**src/rtl/iob_pulse_gen.sv**
```systemverilog
// iob_pulse_gen: programmable pulse-train generator.
// After an accepted start it waits `delay` cycles, then emits `npulses` pulses of `width`
// high cycles separated by `gap` low cycles, and strobes done_o once the train completes
// or is aborted by stop_i.
// Optional feature macro: IOB_PULSE_GEN_CONTINUOUS_EN -- when defined, npulses_i == 0 requests
// an unbounded pulse train that ends only on stop_i or reset. When undefined, npulses_i == 0
// completes immediately with a done strobe and no pulse.
//
// The FSM state leads the registered outputs by one cycle: pulse_o/busy_o/done_o reflect the
// state held during the previous enabled cycle. stop_i is the exception: it clears the
// outputs and raises done_o at the same edge that aborts the run.
module iob_pulse_gen #(
    parameter int unsigned CNT_W = 16
) (
    input  logic             clk_i,
    input  logic             cke_i,
    input  logic             rst_i,
    input  logic             start_i,
    input  logic             stop_i,
    input  logic [CNT_W-1:0] delay_i,
    input  logic [CNT_W-1:0] width_i,
    input  logic [CNT_W-1:0] gap_i,
    input  logic [CNT_W-1:0] npulses_i,
    output logic             pulse_o,
    output logic             busy_o,
    output logic             done_o
);

    typedef enum logic [1:0] {StIdle, StDelay, StHigh, StGap} state_e;

    localparam logic [CNT_W-1:0] CntOne = CNT_W'(1);

    state_e           state_q, state_d;
    logic [CNT_W-1:0] cnt_q, cnt_d;
    logic [CNT_W-1:0] width_q, width_d;
    logic [CNT_W-1:0] gap_q, gap_d;
    logic [CNT_W-1:0] pulses_q, pulses_d;
    logic             evt_q, evt_d;     // completion seen; becomes done_o one cycle later
    logic             pulse_q, pulse_d;
    logic             busy_q, busy_d;
    logic             done_q, done_d;

    logic [CNT_W-1:0] width_eff;
    logic [CNT_W-1:0] gap_eff;
    logic             no_run;

    // Zero width/gap are promoted to one cycle.
    assign width_eff = (width_i == '0) ? CntOne : width_i;
    assign gap_eff   = (gap_i == '0) ? CntOne : gap_i;

`ifdef IOB_PULSE_GEN_CONTINUOUS_EN
    // npulses_i == 0 starts an unbounded train; pulses_q then stays 0 and never hits 1.
    assign no_run = 1'b0;
`else
    assign no_run = (npulses_i == '0);
`endif

    // Next-state, counter and registered-output logic.
    always_comb begin
        state_d  = state_q;
        cnt_d    = cnt_q;
        width_d  = width_q;
        gap_d    = gap_q;
        pulses_d = pulses_q;
        evt_d    = 1'b0;
        pulse_d  = (state_q == StHigh);
        busy_d   = (state_q != StIdle);
        done_d   = evt_q;

        unique case (state_q)
            StIdle: begin
                if (start_i && !stop_i) begin
                    width_d  = width_eff;
                    gap_d    = gap_eff;
                    pulses_d = npulses_i;
                    if (no_run) begin
                        evt_d = 1'b1;
                    end else if (delay_i != '0) begin
                        state_d = StDelay;
                        cnt_d   = delay_i;
                    end else begin
                        state_d = StHigh;
                        cnt_d   = width_eff;
                    end
                end
            end
            StDelay: begin
                if (cnt_q == CntOne) begin
                    state_d = StHigh;
                    cnt_d   = width_q;
                end else begin
                    cnt_d = cnt_q - CntOne;
                end
            end
            StHigh: begin
                if (cnt_q == CntOne) begin
                    if (pulses_q == CntOne) begin
                        state_d = StIdle;
                        cnt_d   = '0;
                        evt_d   = 1'b1;
                    end else begin
                        state_d = StGap;
                        cnt_d   = gap_q;
                        // A zero count means an unbounded train: leave it at zero.
                        if (pulses_q != '0) begin
                            pulses_d = pulses_q - CntOne;
                        end
                    end
                end else begin
                    cnt_d = cnt_q - CntOne;
                end
            end
            StGap: begin
                if (cnt_q == CntOne) begin
                    state_d = StHigh;
                    cnt_d   = width_q;
                end else begin
                    cnt_d = cnt_q - CntOne;
                end
            end
        endcase

        // Abort takes effect at this edge, outputs included.
        if (state_q != StIdle && stop_i) begin
            state_d = StIdle;
            cnt_d   = '0;
            evt_d   = 1'b0;
            pulse_d = 1'b0;
            busy_d  = 1'b0;
            done_d  = 1'b1;
        end
    end

    // State and output registers: reset wins over everything, cke_i gates all updates.
    always_ff @(posedge clk_i) begin
        if (rst_i) begin
            state_q  <= StIdle;
            cnt_q    <= '0;
            width_q  <= '0;
            gap_q    <= '0;
            pulses_q <= '0;
            evt_q    <= 1'b0;
            pulse_q  <= 1'b0;
            busy_q   <= 1'b0;
            done_q   <= 1'b0;
        end else if (cke_i) begin
            state_q  <= state_d;
            cnt_q    <= cnt_d;
            width_q  <= width_d;
            gap_q    <= gap_d;
            pulses_q <= pulses_d;
            evt_q    <= evt_d;
            pulse_q  <= pulse_d;
            busy_q   <= busy_d;
            done_q   <= done_d;
        end
    end

    assign pulse_o = pulse_q;
    assign busy_o  = busy_q;
    assign done_o  = done_q;

endmodule

```
**config.mk**
```make
export PLATFORM = sky130hd
export DESIGN_NAME = iob_pulse_gen
export DESIGN_NICKNAME = d
export VERILOG_FILES = /design/src/rtl/iob_pulse_gen.sv
export SDC_FILE = /design/constraint.sdc
export NUM_CORES = 1
export LEC_CHECK = 0
export BUFFER_PORTS_ARGS = -buffer_cell sky130_fd_sc_hd__buf_4
export CAP_MARGIN = 30
export CORE_UTILIZATION = 35
export DETAILED_ROUTE_END_ITERATION = 8
export PLACE_DENSITY = 0.55
export SLEW_MARGIN = 20
export SYNTH_ARGS = -nofsm -noshare
export SYNTH_HDL_FRONTEND = slang
export SYNTH_SLANG_ARGS = --single-unit
```
**constraint.sdc**
```tcl
create_clock -name clk_i -period 2.3 [get_ports clk_i]
set_input_delay 0.115 -clock clk_i [delete_from_list [all_inputs] [get_ports clk_i]]
set_output_delay 0.115 -clock clk_i [all_outputs]
set_load 0.02 [all_outputs]
```
Word level (Yosys, flattened, before mapping)
Index checks and enable logic that the tools add are counted.
- $add $sub $neg: 2
- equal/unequal tests: 13
- muxes and demuxes: 32
- reduce and logical (&&, ||, !) cells: 16
- operators by type and width (cell ; number):
    $mux 16 ; 13
    $logic_not 16->1 ; 3
    $pmux 16 s3 ; 1
    $eq 16x1->1 const B ; 2
    $pmux 16 s2 ; 1
    $reduce_bool 16->1 ; 2
    $sub 16x1->16 const B ; 2
    $mux 2 ; 7
    $mux 1 ; 8
    $ne 3x1->1 const B ; 2
    $ne 3x3->1 const B ; 2
    $pmux 2 s3 ; 1
    $reduce_and 3->1 ; 2
    $reduce_and 6->1 ; 1
    $reduce_and 5->1 ; 1
    $eq 2x2->1 const B ; 2
    $ne 2x1->1 const B ; 2
    $ne 2x2->1 const B ; 2
    $reduce_bool 2->1 ; 2
    $eq 2x1->1 const B ; 1
    $logic_and 1x1->1 ; 2
    $logic_not 2->1 ; 1
    $pmux 1 s2 ; 1
    $reduce_or 2->1 ; 1
    $logic_not 1->1 ; 1
- register bits: 70
- output and inout port bits: 3
- word-level logic and storage cells: 72

Depth between registers and ports, before layout
- depth after elaboration: 7
- mapped depth: 8
- gate-level depth less buffers: 7

Worst setup path after synthesis
Ideal clock, no wire load.
- path kind: register to register
- start: reg cnt_q[8]
- end: reg cnt_q[10]
- arrival: 2.023 ns
- path slack: 0.155 ns
- cell stages (with the launch flop): 8
- cells stage by stage: dfxtp_1 buf_6 or4_4 nor3_4 a21oi_2 buf_6 a221o_1 a221o_1
- longest elaborated chain between the ends: 4
- elaborated cells on any way between the ends: 6
- classes of those cells: add/sub (1); eq/ne (1); mux (4)
- ends and longest elaborated chain (what ; line ; RTL):
    start: declaration ; 34 ; logic [CNT_W-1:0] cnt_q, cnt_d;
    start signal: assignment ; 148 ; cnt_q <= cnt_d;
    $sub 16x1->16 or $eq 16x1->1 (tied branches) ; n/a ;
    $mux 16 (on tied branches) ; 88, 114, 96 ;
    $pmux 16 s3 (*) ; 70 ; unique case (state_q)
    $mux 16 (*) ; 124 ; if (state_q != StIdle && stop_i) begin
Every way passes the cells marked *; elsewhere a longest branch is shown, timed or not.
A chain may end at the register's enable or synchronous reset.

Final worst setup path
- start: reg cnt_q[1]
- end: reg pulses_q[14]
- longest elaborated chain between the ends: 3
- ends and longest elaborated chain (what ; line ; RTL):
    $eq 16x1->1 ; 96 ; if (cnt_q == CntOne) begin
    $ne 2x1->1 (no source line) ; n/a ;
    $reduce_and 6->1 (no source line) ; n/a ;
    end signal: assignment ; 151 ; pulses_q <= pulses_d;
    end: declaration ; 37 ; logic [CNT_W-1:0] pulses_q, pulses_d;
No other way between the ends.

==> impl_metrics.json <==
{
  "tightestPinTransition_ns": 0.6810,
  "cellPowerDensity_nw_per_um2": 676.5,
  "path_clk_slew_ns": 0.06,
  "drtAntennaViolNets": 0,
  "routed_wl_um": 15560,
  "place_ws_ns": -0.02623,
  "clk_latency_ns": 0.34,
  "grt_overflow": 0,
  "power_leakage_nw": 2.083,
  "crit_path_max_incr_delay_ns": 0.34,
  "cp-start-kind": "flop",
  "wl_per_cell_um": 18.93,
  "netlist.area_leader.share_pct": 32.27,
  "stdcell_area_um2": 5547,
  "slowest_stage": "dfxtp_1",
  "dp_hpwl_um": 11410,
  "crit_type": "flop to flop",
  "setup_viol": 0,
  "ios": 72,
  "relSlewSlack_pct": 54.60,
  "r2r_end": "pulses_q[14]$_SDFFE_PP0P_",
  "fin_nets": 724,
  "grt_use_total_pct": 24.97,
  "first_pass_iters": 5,
  "reg2reg_depth": 8,
  "die_area_um2": 12860,
  "dr_total_vias": 4882,
  "max_clock_freq_mhz": 458.1,
  "yosysMostFrequentCell": "nand2_1",
  "die_w_um": 113.4,
  "ys_ff_latch": 70,
  "synth_fp_nets": 643,
  "cp.required_ns": 2.50,
  "synthCells": 569,
  "numPortBuffers": 71,
  "grt_max_degree": 58,
  "grt_antenna_before_repair": 0,
  "via_per_inst": 5.939,
  "htree_levels": 3,
  "finalHoldViolations": 0,
  "cp_data_arrival_time_ns": 2.38,
  "seq_area_um2": 1403,
  "final.setup.worst_slack_ns": 0.1172,
  "fill_cells": 1219,
  "async_reset_ff_share_pct": 0,
  "ir_drop_mv": 0.3303,
  "synthDistinctLibCells": 75,
  "grt_pass1_wl_um": 24740,
  "cts.sinks": 70,
  "skew_ns": 0.005854,
  "hold-path-endpoint": "done_o$_SDFFE_PP0P_",
  "synth_edf_count": 0,
  "die-height_um": 113.4,
  "cts_made_buffers": 9,
  "cp_cell_sequence": "inv_1 > ha_1 > or2b_2 > nor2_2 > o2111ai_2 > buf_4 > a211oi_1 > o32ai_1",
  "fin_crit_sh_pct": 94.90,
  "drc": 0,
  "slew_violations": 0,
  "synthesis.area_um2": 4343,
  "finalCriticalPeriod_ns": 2.183,
  "min_path_type": "input port to flop",
  "syn_to_final_growth_pct": 27.72,
  "rsz0062_at_grt": "true",
  "cts_tree": "built",
  "endpoint_kind": "flop",
  "path_max_fanout": 8,
  "clockBufferDepth": 2,
  "yosys.area.top_type": "dfxtp_1",
  "synth.area.top_cells": "dfxtp_1 (32%), a21oi_1 (9.0%), nand2_1 (7.8%)",
  "drtIter0Drc": 455,
  "status": "finished clean",
  "grt_pass1_vias": 4538,
  "cap_violations": 0,
  "ys_seq_area_share_pct": 32.27,
  "drive_above_1_share_pct": 24.01,
  "cts-root-buf": "clkbuf_16",
  "synth.avg_cell_area_um2": 7.633,
  "ys.flop_type": "dfxtp_1",
  "power.total_mw": 3.752,
  "rr_startpoint": "cnt_q[1]$_SDFFE_PP0P_",
  "ys_top_cells_by_count": "nand2_1 (90), a21oi_1 (78), dfxtp_1 (70), nor2_1 (30), clkbuf_1 (28)",
  "rows": 40,
  "ys_warn_count": 0,
  "r2r_slack_ns": 0.12,
  "gp_congestion": 0.8978,
  "hp-start": "cke_i",
  "multi_input_area_um2": 2700,
  "start_util_pct": 36.01,
  "hold_depth": 2,
  "core_um2": 12060,
  "post_dp_cell_area_um2": 5201,
  "antenna_cells": 0
}
-- worst max-delay path, delay by kind of cell, from the launching register on --
family                     cells  cell delay, ns
AOI/OAI and AO/OA              3            0.64
adders and majority gates      1            0.18
buffers and inverters          2            0.36
DFF                            1            0.34
and+or+nand+nor                2            0.51
-- logic make-up (layout without fill, tap and decap cells) --
kind of cell / after synthesis / after routing / synth area share (%)
flip-flops: 70 / 70 / 32.27
buffers and inverters: 56 / 141 / 6.194
multiplexers: 1 / 1 / 0.2593
XOR/XNOR: 5 / 5 / 1.008
AO/OA/AOI/OAI: 203 / 203 / 32.33
adder cells (fa/ha/maj): 5 / 5 / 1.441
AND/OR/NAND/NOR: 229 / 229 / 26.51
-- per-layer routing --
| metal | routed length, um | track usage (%) | vias up |
|---|---|---|---|
| li1 | - | - | 2328 |
| met1 | 7428 | 34.31 | 2352 |
| met2 | 7081 | 39.30 | 175 |
| met3 | 748 | 4.516 | 27 |
| met4 | 304 | 8.772 | 0 |
| met5 | 0 | 0 | - |
-- worst max path at each step --
stage               cells after the start                        end                   from  slack [ns]
detailed placement                      8      cnt_q[9]$_SDFFE_PP0P_  cnt_q[1]$_SDFFE_PP0P_       -0.03
floorplan                               7     cnt_q[10]$_SDFFE_PP0P_  cnt_q[8]$_SDFFE_PP0P_        0.15
global route                            8  pulses_q[14]$_SDFFE_PP0P_  cnt_q[1]$_SDFFE_PP0P_       -0.04
CTS                                     7     cnt_q[10]$_SDFFE_PP0P_  cnt_q[0]$_SDFFE_PP0P_        0.07
global placement                        8      cnt_q[9]$_SDFFE_PP0P_  cnt_q[1]$_SDFFE_PP0P_        0.08
finish                                  8  pulses_q[14]$_SDFFE_PP0P_  cnt_q[1]$_SDFFE_PP0P_        0.12
-- cell type report --
cell class	count	share of cell area (%)
clock buffer	12	4.624
clock inverter	3	1.218
inverter	13	0.8798
multi-input combinational	443	48.68
sequential	70	25.29
tap	168	3.790
timing repair buffer	113	15.52
-- through the flow --
step           utilization [%]  std cells  hold slack [ns]  setup TNS [ns]
6_report                 45.99        822          0.01768               0
5_1_grt                  45.99        822          0.01101        -0.09887
4_1_cts                  45.87        822         0.006010               0
3_5_place_dp             43.12        807           0.3640        -0.02623
3_3_place_gp             43.12        807           0.3584               0
2_1_floorplan                -        569           0.2106               0
-- report_power, final --
part           leakage [nW]  internal (mW)  switching (mW)  total, mW
clock network         0.155           1.00           0.537       1.54
registers             0.569           1.27          0.0477       1.31
logic                  1.36          0.380           0.517      0.898
total                  2.08           2.65            1.10       3.75
-- what timing repair did --
item / CTS / global route
pin swaps: 0 / 0
endpoints found under the setup margin: 1 / 14
setup buffers: 0 / 0
resized for setup: 1 / 3
hold buffers: 0 / 0
-- sequential cells by signal (all words and copies together), names as in the netlist --
| name | flops |
|---|---|
| pulse_o | 1 |
| busy_o | 1 |
| state_q | 2 |
| gap_q | 16 |
| pulses_q | 16 |
| evt_q | 1 |
| cnt_q | 16 |
| done_o | 1 |
| width_q | 16 |
-- cells in the final DEF, fill, tap and decap left out, types with 15 or more instances in the layout --
master,count
a221o_1,15
buf_4,112
nor2_1,30
dfxtp_1,69
o21ai_0,15
nor4_1,18
nand2_1,90
a21oi_1,78
a211oi_1,16
nor3_1,26
No activity file was read; power rests on OpenSTA's default activity.
